## src/rtl/ac_motor_dir_sequencer.sv

```systemverilog
// Direction sequencer for a three-phase CW/CCW swap stage. It adds a dead time on every stop or
// reversal, a minimum run time before a reversal is accepted, and a latched fault stop.
module ac_motor_dir_sequencer #(
    parameter int unsigned CNT_W          = 16,
    parameter int unsigned DEAD_CYCLES    = 1000,
    parameter int unsigned MIN_RUN_CYCLES = 5000
) (
    input  logic       i_clk,
    input  logic       i_rst_n,
    input  logic       i_enable,
    input  logic       i_dir_req,
    input  logic       i_fault,
    output logic       o_cw,
    output logic       o_ccw,
    output logic       o_busy,
    output logic       o_fault_latched,
    output logic [2:0] o_state
);

    typedef enum logic [2:0] {
        StIdle   = 3'd0,
        StRunCw  = 3'd1,
        StRunCcw = 3'd2,
        StDead   = 3'd3,
        StFault  = 3'd4
    } state_e;

    localparam logic [CNT_W-1:0] DeadLoad = CNT_W'(DEAD_CYCLES - 1);
    localparam logic [CNT_W-1:0] MinRun   = CNT_W'(MIN_RUN_CYCLES);
    localparam logic [CNT_W-1:0] MinRunM1 = CNT_W'(MIN_RUN_CYCLES - 1);

    state_e           r_state;
    state_e           w_state_next;
    logic [CNT_W-1:0] r_run_cnt;
    logic [CNT_W-1:0] w_run_cnt_next;
    logic [CNT_W-1:0] r_dead_cnt;
    logic [CNT_W-1:0] w_dead_cnt_next;
    logic             w_run_ok;

    always_ff @(posedge i_clk or negedge i_rst_n) begin
        if (!i_rst_n) begin
            r_state    <= StIdle;
            r_run_cnt  <= '0;
            r_dead_cnt <= '0;
        end else begin
            r_state    <= w_state_next;
            r_run_cnt  <= w_run_cnt_next;
            r_dead_cnt <= w_dead_cnt_next;
        end
    end

    assign w_run_ok = (r_run_cnt >= MinRunM1);

    always_comb begin
        w_state_next = r_state;
        if (i_fault) begin
            w_state_next = StFault;
        end else begin
            case (r_state)
                StIdle: begin
                    if (i_enable) w_state_next = i_dir_req ? StRunCw : StRunCcw;
                end
                StRunCw: begin
                    if (!i_enable || (!i_dir_req && w_run_ok)) w_state_next = StDead;
                end
                StRunCcw: begin
                    if (!i_enable || (i_dir_req && w_run_ok)) w_state_next = StDead;
                end
                StDead: begin
                    if (r_dead_cnt == '0) begin
                        if (!i_enable)     w_state_next = StIdle;
                        else if (i_dir_req) w_state_next = StRunCw;
                        else               w_state_next = StRunCcw;
                    end
                end
                StFault: begin
                    if (!i_enable) w_state_next = StIdle;
                end
                default: w_state_next = StFault;
            endcase
        end
    end

    // Counters restart whenever their state is entered afresh, including DEAD -> RUN.
    always_comb begin
        w_run_cnt_next  = '0;
        w_dead_cnt_next = '0;
        if ((w_state_next == StRunCw) || (w_state_next == StRunCcw)) begin
            if (w_state_next == r_state) begin
                w_run_cnt_next = (r_run_cnt < MinRun) ? r_run_cnt + 1'b1 : r_run_cnt;
            end
        end
        if (w_state_next == StDead) begin
            w_dead_cnt_next = (r_state == StDead) ? r_dead_cnt - 1'b1 : DeadLoad;
        end
    end

    always_comb begin
        o_cw            = (r_state == StRunCw);
        o_ccw           = (r_state == StRunCcw);
        o_busy          = (r_state == StDead);
        o_fault_latched = (r_state == StFault);
        o_state         = r_state;
    end

endmodule

```

## config.mk

```make
export PLATFORM = sky130hd
export DESIGN_NAME = ac_motor_dir_sequencer
export DESIGN_NICKNAME = d
export VERILOG_FILES = /design/src/rtl/ac_motor_dir_sequencer.sv
export SDC_FILE = /design/constraint.sdc
export NUM_CORES = 1
export LEC_CHECK = 0
export BUFFER_PORTS_ARGS = -buffer_cell sky130_fd_sc_hd__buf_2
export CORE_MARGIN = 2
export CORE_UTILIZATION = 54
export DETAILED_ROUTE_END_ITERATION = 7
export GPL_TIMING_DRIVEN = 0
export MAX_ROUTING_LAYER = met4
export PLACE_DENSITY_LB_ADDON = 0.15
export SLEW_MARGIN = 15
export SYNTH_ARGS = -nofsm -noshare
export SYNTH_HDL_FRONTEND = slang
export SYNTH_SLANG_ARGS = --single-unit
```

## constraint.sdc

```tcl
create_clock -name i_clk -period 2 [get_ports i_clk]
set_input_delay 0 -clock i_clk [delete_from_list [all_inputs] [get_ports i_clk]]
set_output_delay 0 -clock i_clk [all_outputs]
set_load 0.005 [all_outputs]
```

Word level (Yosys, flattened, before mapping):

Index checks and enable logic that the tools add are counted.

* flip-flop bits (word level): 35
* bits in latches: 0
* bits in writable memories: 0
* ROM bits: 0
* memories: 0

* add/sub/neg operators: 2
* $mul: 0
* divide/modulo/power cells: 0
* magnitude comparators: 2
* eq/ne operators: 9
* shifts and indexed selects: 0
* multiplexer cells: 14
* bitwise gates (word level): 0
* reductions and logical operators: 9

Operators with widths (number)
* 16-bit two-way mux: 5
* 3-bit two-way mux: 6
* 16-bit by 1-bit adder with 16-bit output, second input constant: 1
* 16-bit by 13-bit >= comparator with 1-bit output, second input constant: 1
* 16-bit zero test: 1
* 16-bit by 13-bit < comparator with 1-bit output, second input constant: 1
* 16-bit by 1-bit subtractor with 16-bit output, second input constant: 1
* 3-bit case mux with 5 select lines: 1
* 3-bit by 2-bit equality test with 1-bit output, second input constant: 4
* 3-bit by 1-bit equality test with 1-bit output, second input constant: 2
* 2-bit two-way mux: 2
* 3-bit equality test: 1
* 3-bit equality test, second input constant: 1
* 3-bit zero test: 1
* 1-bit logical OR: 3
* 3-bit by 2-bit inequality test with 1-bit output, second input constant: 1
* 1-bit logical AND: 2
* 1-bit zero test: 2

Logic depth before layout (Yosys ltp):

Gate-level depths: netlist (run 1).

* depth in word-level cells: 9
* depth in mapped cells: 8

Worst setup path after synthesis (run 1):

OpenSTA, ideal clock, no wires.

* path kind: register to register
* start: reg r_dead_cnt[0]
* end: reg r_dead_cnt[2]
* data arrival time: 1.996 ns
* data required time: 1.856 ns
* slack: -0.140 ns
* stages on the path, launching flop included: 9
* clock period less this slack: 2.140 ns
* path through: dfrtp_1 inv_1 ha_1 or4b_1 clkbuf_1 nor4_4 a21oi_1 o22ai_4 a21oi_1

* cells in the longest elaborated chain, start to end: 6
* elaborated cells between the ends (all ways): 8
* those cells by class: add/sub (1); eq/ne (1); mux (5); reduce/logical (1)

RTL lines
* start, declared: line 36 `logic [CNT_W-1:0] r_dead_cnt;`
* start signal, assigned: line 48 `r_dead_cnt <= w_dead_cnt_next;`
* 16-bit zero test: line 70 `if (r_dead_cnt == '0) begin`
* 3-bit two-way mux: line 70
* 3-bit case mux with 5 select lines: line 59 `case (r_state)`
* 3-bit two-way mux: line 56 `if (i_fault) begin`
* 3-bit by 2-bit equality test with 1-bit output: line 93 `if (w_state_next == StDead) begin`
* 16-bit two-way mux (*): line 93
* via w_dead_cnt_next[2]: line 37 `logic [CNT_W-1:0] w_dead_cnt_next;`

Mark *: on every way through the listed nets, which the timed path passes. The rest lies on a longest branch.
A chain may end at the register's enable or synchronous reset.

Worst setup path after layout (run 1):

* start: reg r_dead_cnt[6]
* end: reg r_dead_cnt[2]

* cells in the longest elaborated chain, start to end: 6

RTL lines (line)
* 16-bit zero test: 70
* 3-bit two-way mux: 70
* 3-bit case mux with 5 select lines: 59
* 3-bit two-way mux: 56
* 3-bit by 2-bit equality test with 1-bit output: 93
* 16-bit two-way mux: 93
* via w_dead_cnt_next[2]: 37

The timed path passes the listed nets, and every way through them passes these cells.

==> flow_metrics.env, run 1 <==
export IMPL_irDropWorstVdd_mv=0.492
export IMPL_ys_seq_area_share_pct=47.0
export IMPL_synth_area_um2=1860
export IMPL_die_h_um=62.7
export IMPL_critPathRequiredTime_ps=2220
export IMPL_grt_usage_pct=22.6
export IMPL_end_kind="flip-flop"
export IMPL_leakage_nw=0.991
export IMPL_dieArea_um2=3940
export IMPL_core_area_um2=3340
export IMPL_die_w_um=62.7
export IMPL_maxSlewHeadroom_pct=49.9
export IMPL_p_per_area_nw_per_um2=531
export IMPL_finalHoldViolations=0
export IMPL_worstSetupStartpoint="r_dead_cnt[6]$_DFF_PN0_"
export IMPL_cts_tree="built"
export IMPL_clkSinkCount=35
export IMPL_clock_root_buffer="clkbuf_4"
export IMPL_rr_endpoint="r_dead_cnt[2]$_DFF_PN0_"
export IMPL_antenna_found_initial=0
export IMPL_synth_nets=196
export IMPL_place_port_buffers=11
export IMPL_fmax_ghz=0.452
export IMPL_drv_cap=0
export IMPL_rr_worst_depth=6
export IMPL_drt_iter0_drc=72
export IMPL_path_depth=6
export IMPL_nets=225
export IMPL_synthDistinctLibCells=44
export IMPL_path_buf_inv=1
export IMPL_tightest_slew_ps=751
export IMPL_vias_per_cell=5.58
export IMPL_overflow=0
export IMPL_drc_errors=0
export IMPL_wl_um=3870
export IMPL_path_delay_family="simple AND/OR/NAND/NOR gates"
export IMPL_finalSetupTns_ps=-3120
export IMPL_initial_core_util_pct=55.8
export IMPL_endpoint="r_dead_cnt[2]$_DFF_PN0_"
export IMPL_synth_flop_cell="dfrtp_1"
export IMPL_grt_max_degree=36
export IMPL_hold_ws_ps=215
export IMPL_num_vias=1479
export IMPL_worst_setup_path_start_kind="flip-flop"
export IMPL_violations="setup timing"
export IMPL_syn_inst=189
export IMPL_cts_max_path_buffers=2
export IMPL_grt_pass1_wl_um=6780
export IMPL_slew_violations=0
export IMPL_h_tree_depth=2
export IMPL_place_congestion=0.799
export IMPL_min_period_ps=2210
export IMPL_status="complete, but fails checks"
export IMPL_drtAntennaViolNets=0
export IMPL_synth_seq_cells=35
export IMPL_wire_per_inst_um=14.6
export IMPL_path_max_fanout=8
export IMPL_antennaDiodeCount=0
export IMPL_slowest_stage="or4_1"
export IMPL_critPathKind="reg -> reg"
export IMPL_drive_gt1_share_pct=25.1
export IMPL_reg2reg_slack_ps=-210
export IMPL_drtPass1Iterations=4
export IMPL_grt_pass1_vias=1505
export IMPL_worstSkewPairLatency_ps=350
export IMPL_slowest_delay_ps=520
export IMPL_hold_class="in -> reg"
export IMPL_place_ws_ps=-238
export IMPL_ys_warn_count=0
export IMPL_setup_slack_ps=-210
export IMPL_skew_ps=13.9
export IMPL_rsz0062_at_grt="true"
export IMPL_syn_avg_cell_area_um2=9.86
export IMPL_area_growth_pct=19.1
export IMPL_hpwl_um=2560
export IMPL_rows=21
export IMPL_synth_edf_count=0
export IMPL_setup_viol=18
export IMPL_rr_startpoint="r_dead_cnt[6]$_DFF_PN0_"
export IMPL_arrival_ps=2440
export IMPL_crit_chain="or4_1 -> buf_2 -> nor4_4 -> a21oi_2 -> o22ai_4 -> a21oi_1"
export IMPL_async_flop_share_pct=100
export IMPL_cts_clk_slew_worst_paths_ps=120
export IMPL_min_period_over_period_pct=111
export IMPL_io_pins=12
export IMPL_cts_buffers=5
-- per-stage QoR --
stage / utilization [%] / cell area [µm²] / cells / power (mW)
final: 66.5 / 2220 / 265 / 1.18
after global routing: 66.5 / 2220 / 265 / 1.23
after CTS: 64.9 / 2170 / 263 / 1.18
after detailed placement: 59.7 / 1990 / 246 / 0.792
after global placement: 59.7 / 1990 / 246 / 0.789
after floorplan: - / 1880 / 189 / 0.759
-- per-layer routing --
| layer | part of all wire, % | global-route usage [%] | vias to the layer above |
|---|---|---|---|
| met3 | 2.8 | 4.86 | 9 |
| met2 | 52 | 38.0 | 27 |
| met4 | 1.8 | 8.06 | 0 |
| met1 | 43 | 26.9 | 722 |
| met5 | 0 | - | - |
| li1 | - | - | 721 |
-- final cells by class --
type | count | area [µm²]
Sequential cell | 35 | 877
Tap cell | 46 | 57.6
Clock buffer | 5 | 37.5
Inverter | 7 | 26.3
Multi-Input combinational cell | 141 | 1010
Buffer | 4 | 27.5
Clock inverter | 3 | 20.0
Fill cell | 267 | 1120
Timing Repair Buffer | 24 | 160
-- sequential cells by signal, indices dropped and copies added, names as in the netlist --
signal and count:
r_run_cnt 16, o_state 3, r_dead_cnt 16
-- cells in the mapped netlist, types with 2 or more instances --
master	number	area (µm²)
a21oi_1	10	50.1
and3b_1	2	17.5
buf_2	2	10.0
clkbuf_1	3	11.3
dfrtp_1	35	876
ha_1	2	25.0
inv_1	7	26.3
nand2_1	7	26.3
nand3_1	4	20.0
nand4_1	3	18.8
nor2_1	30	113
nor2b_1	4	25.0
nor3_1	15	75.1
nor3b_1	4	30.0
nor4_1	5	31.3
o21ai_0	2	10.0
o21ai_1	2	10.0
or3_1	3	18.8
or4_1	2	15.0
xnor2_1	22	193
xor2_1	2	17.5
-- logic make-up after synthesis --
family | share of synthesized area, %
XOR/XNOR | 11.3
AO/OA/AOI/OAI | 12.2
AND/OR/NAND/NOR | 24.6
flip-flops | 47.0
multiplexers | 0.537
buffers and inverters | 2.96
adder cells (fa/ha/maj) | 1.34
-- report_power, final --
group / switching, mW / internal (mW)
clock: 0.256 / 0.134
sequential: 0.00686 / 0.710
combinational: 0.0403 / 0.0295
total: 0.304 / 0.874
-- cells in the final DEF (no fill, tap or decap), types with 3 or more instances in the layout --
master	count
a21oi_1	6
a21oi_2	5
buf_2	12
buf_4	11
clkbuf_4	5
dfrtp_1	34
dlygate4sd3_1	3
inv_1	7
nand2_1	6
nand3_1	4
nand4_1	3
nor2_1	27
nor2_2	3
nor2b_1	4
nor3_1	15
nor3b_1	4
nor4_1	3
nor4_4	3
or3_1	3
xnor2_1	22
-- repair_timing --
action                                  CTS  global route
hold endpoints to repair                 37             0
endpoints found under the setup margin   34            35
pin swaps                                 6            14
buffers inserted                          6             4
gates resized for setup                   6            12
hold buffers                              3             0
-- worst reg2reg max path: stages (launching register included) --
cell and delay [ps]:
dfrtp_1 420, or4_1 520, buf_2 180, nor4_4 400, a21oi_2 150, o22ai_4 340
a21oi_1 80
-- how the worst min path moves through the flow --
stage          startpoint              endpoint  depth (start not counted)
2_1_floorplan     i_rst_n  o_state[0]$_DFF_PN0_                          0
3_3_place_gp      i_rst_n  o_state[0]$_DFF_PN0_                          1
3_5_place_dp      i_rst_n  o_state[0]$_DFF_PN0_                          1
4_1_cts         i_dir_req  o_state[0]$_DFF_PN0_                          4
5_1_grt         i_dir_req  o_state[0]$_DFF_PN0_                          4
6_report        i_dir_req  o_state[0]$_DFF_PN0_                          4
Power figures use the tool's default switching activity.
==> run 2: changes to the inputs <==
- SETUP_SLACK_MARGIN: default -> 0.3
==> flow_metrics.env, run 2 (synthesis results as in run 1) <==
export IMPL_grt_pass1_vias=1473
export IMPL_core_area_um2=3340
export IMPL_power_switching_share_pct=21.5
export IMPL_worst_setup_path_start_kind="flip-flop"
export IMPL_min_period_ps=2180
export IMPL_critPathRequiredTime_ps=2240
export IMPL_nets=231
export IMPL_irDropWorstVdd_mv=0.442
export IMPL_cts_clk_slew_worst_paths_ps=110
export IMPL_slowest_delay_ps=460
export IMPL_finalSetupTns_ps=-2200
export IMPL_die_w_um=62.7
export IMPL_mostFrequentLayoutCell="dfrtp_1"
export IMPL_mostFrequentLayoutCells="dfrtp_1, nor2_1, xnor2_1"
export IMPL_hold_class="in -> reg"
export IMPL_drt_iter0_drc=93
export IMPL_clock_root_buffer="clkbuf_4"
export IMPL_path_max_fanout=8
export IMPL_fmax_ghz=0.459
export IMPL_grt_pass1_wl_um=6800
export IMPL_critPathKind="reg -> reg"
export IMPL_violations="setup timing"
export IMPL_drtAntennaViolNets=0
export IMPL_placed_area_um2=2040
export IMPL_path_delay_family="simple AND/OR/NAND/NOR gates"
export IMPL_leakage_nw=1.06
export IMPL_power_switching_mw=0.283
export IMPL_initial_core_util_pct=55.8
export IMPL_finalHoldViolations=0
export IMPL_drv_cap=0
export IMPL_place_port_buffers=11
export IMPL_path_buf_inv=3
export IMPL_num_vias=1473
export IMPL_arrival_ps=2410
export IMPL_final_cell_area_um2=2360
export IMPL_p_per_area_nw_per_um2=560
export IMPL_clock_power_share_pct=40.2
export IMPL_h_tree_depth=2
export IMPL_place_ws_ps=-207
export IMPL_cts_buffers=5
export IMPL_die_h_um=62.7
export IMPL_grt_usage_pct=23.0
export IMPL_drive_gt1_share_pct=29.3
export IMPL_grt_max_degree=36
export IMPL_rows=21
export IMPL_vias_per_cell=5.44
export IMPL_cts_max_path_buffers=2
export IMPL_status="complete, but fails checks"
export IMPL_hpwl_um=2430
export IMPL_slew_violations=0
export IMPL_tightest_slew_ps=751
export IMPL_power_frac_comb_pct=5.4
export IMPL_min_period_over_period_pct=109
export IMPL_cts_tree="built"
export IMPL_rsz0062_at_grt="true"
export IMPL_slowest_stage="or4b_4"
export IMPL_skew_ps=10.5
export IMPL_setup_viol=17
export IMPL_setup_slack_ps=-177
export IMPL_place_congestion=0.780
export IMPL_area_growth_pct=26.5
export IMPL_overflow=0
export IMPL_maxSlewHeadroom_pct=50.0
export IMPL_drc_errors=0
export IMPL_io_pins=12
export IMPL_clkSinkCount=35
export IMPL_wire_per_inst_um=14.1
export IMPL_antenna_found_initial=0
export IMPL_end_kind="flip-flop"
export IMPL_crit_chain="inv_1 -> ha_2 -> or4b_4 -> buf_8 -> nor4_4 -> buf_4 -> o22ai_4 -> o211ai_4 -> nor2_1"
export IMPL_drtPass1Iterations=4
export IMPL_power_internal_mw=1.04
export IMPL_wl_um=3820
export IMPL_worstSkewPairLatency_ps=350
export IMPL_dieArea_um2=3940
export IMPL_antennaDiodeCount=0
export IMPL_power_frac_seq_pct=54.4
-- run 2: changes by cell type in the layout (fill, tap and decap cells not counted), moves of 2 or more --
cell        before  now
nor2_2           3    0
clkinvlp_4       2    0
a21oi_2          5    9
buf_4           11   14
a21oi_1          6    1
nor2_1          27   30
-- run 2: power groups by stage --
| stage | registers, mW | logic, mW | clock network, mW |
|---|---|---|---|
| after floorplan | 0.729 | 0.0305 | 0 |
| after global placement | 0.729 | 0.0601 | 0 |
| after global routing | 0.718 | 0.0798 | 0.574 |
| after CTS | 0.717 | 0.0714 | 0.539 |
| after detailed placement | 0.730 | 0.0613 | 0 |
| final | 0.717 | 0.0714 | 0.530 |
-- run 2: area by class of cell --
cell class | instances | area (µm²)
multi-input combinational | 141 | 1050
fill | 261 | 981
sequential | 35 | 877
timing repair buffer | 28 | 206
tap | 46 | 57.6
clock buffer | 6 | 51.3
buffer | 6 | 50.0
clock inverter | 2 | 35.0
inverter | 7 | 26.3
-- run 2: what timing repair did --
action	4_1_cts	5_1_grt
setup buffers	12	2
endpoints found under the setup margin	35	37
resized for setup	16	6
pin swaps	4	6
hold buffers	3	0
hold endpoints to repair	37	0
-- run 2: worst paths after layout --
kind / end / slack [ps] / cells past startpoint / from
worst max-delay path: r_dead_cnt[15]$_DFF_PN0_ / -180 / 9 / r_dead_cnt[1]$_DFF_PN0_
worst min-delay path: r_run_cnt[15]$_DFFE_PN0P_ / 190 / 4 / i_dir_req
worst max register to register: r_dead_cnt[15]$_DFF_PN0_ / -180 / 9 / r_dead_cnt[1]$_DFF_PN0_
worst min register to register: r_run_cnt[15]$_DFFE_PN0P_ / 510 / 1 / r_run_cnt[15]$_DFFE_PN0P_
max in group asynchronous: r_run_cnt[4]$_DFFE_PN0P_ / 1230 / 2 / i_rst_n
min in group asynchronous: r_dead_cnt[1]$_DFF_PN0_ / 250 / 2 / i_rst_n
-- run 2: worst register-to-register path, cell delays in order (launching register included) --
cell and delay, ps:
dfrtp_1 400, inv_1 70, ha_2 180, or4b_4 460, buf_8 140, nor4_4 120
buf_4 180, o22ai_4 100, o211ai_4 320, nor2_1 90
-- run 2: routing by layer --
metal | routed length (µm) | GRT usage [%]
met1 | 1640 | 26.8
met2 | 2020 | 38.8
met3 | 73 | 4.32
met4 | 79 | 10.0
met5 | 0 | -
-- run 2: metrics by stage --
step / power (mW) / utilization, % / instances / hold slack (ps)
floorplan: 0.760 / - / 189 / -296
global placement: 0.789 / 61.2 / 246 / 109
detailed placement: 0.791 / 61.2 / 246 / 116
CTS: 1.33 / 69.6 / 269 / 194
global route: 1.37 / 70.6 / 271 / 208
finish: 1.32 / 70.6 / 271 / 190
==> run 3: changes to the inputs <==
- CORE_UTILIZATION: 54 -> 56
- CTS_BUF_LIST: default -> sky130_fd_sc_hd__clkbuf_8
- CTS_CLUSTER_SIZE: default -> 16
==> flow_metrics.env, run 3 (synthesis results as in run 1) <==
export IMPL_status="complete, but fails checks"
export IMPL_violations="setup timing"
export IMPL_tightest_slew_ps=777
export IMPL_p_per_area_nw_per_um2=569
export IMPL_hpwl_um=2500
export IMPL_mostFrequentLayoutCell="dfrtp_1"
export IMPL_power_switching_mw=0.323
export IMPL_clkSinkCount=35
export IMPL_antennaDiodeCount=0
export IMPL_place_port_buffers=11
export IMPL_worstSkewPairLatency_ps=290
export IMPL_setup_slack_ps=-172
export IMPL_finalSetupTns_ps=-2220
export IMPL_leakage_nw=1.12
export IMPL_dieArea_um2=3800
export IMPL_wl_um=5030
export IMPL_clock_root_buffer="clkbuf_8"
export IMPL_crit_chain="or4_4 -> buf_6 -> nor4_4 -> buf_4 -> o22ai_4 -> o211ai_4 -> nor2_1"
export IMPL_setup_viol=17
export IMPL_drive_gt1_share_pct=40.6
export IMPL_min_period_over_period_pct=109
export IMPL_mostFrequentLayoutCells="dfrtp_1, xnor2_1, buf_4"
export IMPL_drtPass1Iterations=4
export IMPL_path_max_fanout=8
export IMPL_drv_cap=0
export IMPL_io_pins=12
export IMPL_overflow=0
export IMPL_min_period_ps=2170
export IMPL_nets=240
export IMPL_cts_tree="built"
export IMPL_drt_iter0_drc=160
export IMPL_vias_per_cell=5.82
export IMPL_cts_max_path_buffers=2
export IMPL_grt_max_degree=36
export IMPL_critPathKind="reg -> reg"
export IMPL_hold_ws_ps=17.9
export IMPL_die_h_um=61.7
export IMPL_nFillCells=179
export IMPL_finalHoldViolations=0
export IMPL_power_switching_share_pct=22.0
export IMPL_cts_clk_slew_worst_paths_ps=80
export IMPL_arrival_ps=2340
export IMPL_drtAntennaViolNets=0
export IMPL_final_cell_area_um2=2580
export IMPL_power_frac_comb_pct=5.0
export IMPL_slowest_stage="or4_4"
export IMPL_grt_pass1_vias=1607
export IMPL_critPathRequiredTime_ps=2170
export IMPL_initial_core_util_pct=60.0
export IMPL_end_kind="flip-flop"
export IMPL_drc_errors=0
export IMPL_power_frac_seq_pct=48.9
export IMPL_place_congestion=0.851
export IMPL_hold_class="in -> reg"
export IMPL_seqCellArea_um2=880
export IMPL_power_internal_mw=1.14
export IMPL_rsz0062_at_grt="true"
export IMPL_place_ws_ps=-218
export IMPL_num_vias=1618
export IMPL_die_w_um=61.7
export IMPL_multi_input_area_um2=1170
export IMPL_h_tree_depth=2
export IMPL_area_growth_pct=38.3
export IMPL_slew_violations=0
export IMPL_maxSlewHeadroom_pct=48.2
export IMPL_clock_power_share_pct=46.1
export IMPL_slowest_delay_ps=550
export IMPL_wire_per_inst_um=18.1
export IMPL_worst_setup_path_start_kind="flip-flop"
export IMPL_cts_buffers=5
export IMPL_core_area_um2=3100
export IMPL_grt_usage_pct=27.8
export IMPL_irDropWorstVdd_mv=0.476
export IMPL_skew_ps=4.82
export IMPL_rows=20
export IMPL_placed_area_um2=2040
export IMPL_antenna_found_initial=0
export IMPL_fmax_ghz=0.460
export IMPL_grt_pass1_wl_um=7370
## run 3: path summary, 6_finish.rpt
| check | start | to | slack, ps | depth (start not counted) |
|---|---|---|---|---|
| min in group asynchronous | i_rst_n | o_state[2]$_DFF_PN0_ | 320 | 2 |
| worst max register to register | r_dead_cnt[5]$_DFF_PN0_ | r_dead_cnt[11]$_DFF_PN0_ | -170 | 7 |
| worst min-delay path | i_enable | o_state[2]$_DFF_PN0_ | 20 | 2 |
| worst min register to register | r_run_cnt[15]$_DFFE_PN0P_ | r_run_cnt[15]$_DFFE_PN0P_ | 530 | 1 |
| max in group asynchronous | i_rst_n | r_run_cnt[5]$_DFFE_PN0P_ | 1130 | 2 |
| worst max-delay path | r_dead_cnt[5]$_DFF_PN0_ | r_dead_cnt[11]$_DFF_PN0_ | -170 | 7 |
## run 3: stage by stage
stage / std cells / power [mW] / util (%)
6_report: 278 / 1.47 / 83.1
5_1_grt: 278 / 1.51 / 83.1
4_1_cts: 272 / 1.46 / 76.3
3_5_place_dp: 244 / 0.791 / 65.7
3_3_place_gp: 244 / 0.789 / 65.7
2_1_floorplan: 189 / 0.760 / -
## run 3: layout make-up
type                            count  area share (%)
Sequential cell                    35            34.1
Tap cell                           44            2.14
Clock buffer                        6            3.20
Multi-Input combinational cell    141            45.3
Clock inverter                      2            1.36
Inverter                            7            1.02
Timing Repair Buffer               37            10.8
Buffer                              6            2.04
## run 3: worst max-delay path: cells and delay by family (launching register included)
| family | cells | cell delay (ps) |
|---|---|---|
| AND/OR/NAND/NOR | 3 | 910 |
| AO/OA/AOI/OAI | 2 | 420 |
| flip-flops | 1 | 400 |
| buffers and inverters | 2 | 330 |
## run 3: what timing repair did
item / in CTS / in global routing
pin swaps: 11 / 17
gates cloned: 1 / 0
resized for setup: 17 / 40
hold buffers: 2 / 0
endpoints found under the hold margin: 37 / 0
setup endpoints to repair: 35 / 34
setup buffers: 17 / 6
## run 3: routing by layer
layer	up-vias	GRT usage, %	part of all wire, %	wire length (µm)
met4	0	10.3	1.4	68
li1	747	-	-	-
met3	11	5.67	3.2	160
met1	820	33.0	42	2110
met2	40	46.3	54	2700
met5	-	-	0	0
## run 3: power by group through the flow
stage	registers (mW)	clock network [mW]	logic, mW
floorplan	0.729	0	0.0305
CTS	0.717	0.673	0.0705
detailed placement	0.730	0	0.0616
global placement	0.729	0	0.0596
finish	0.717	0.675	0.0739
global route	0.718	0.715	0.0817
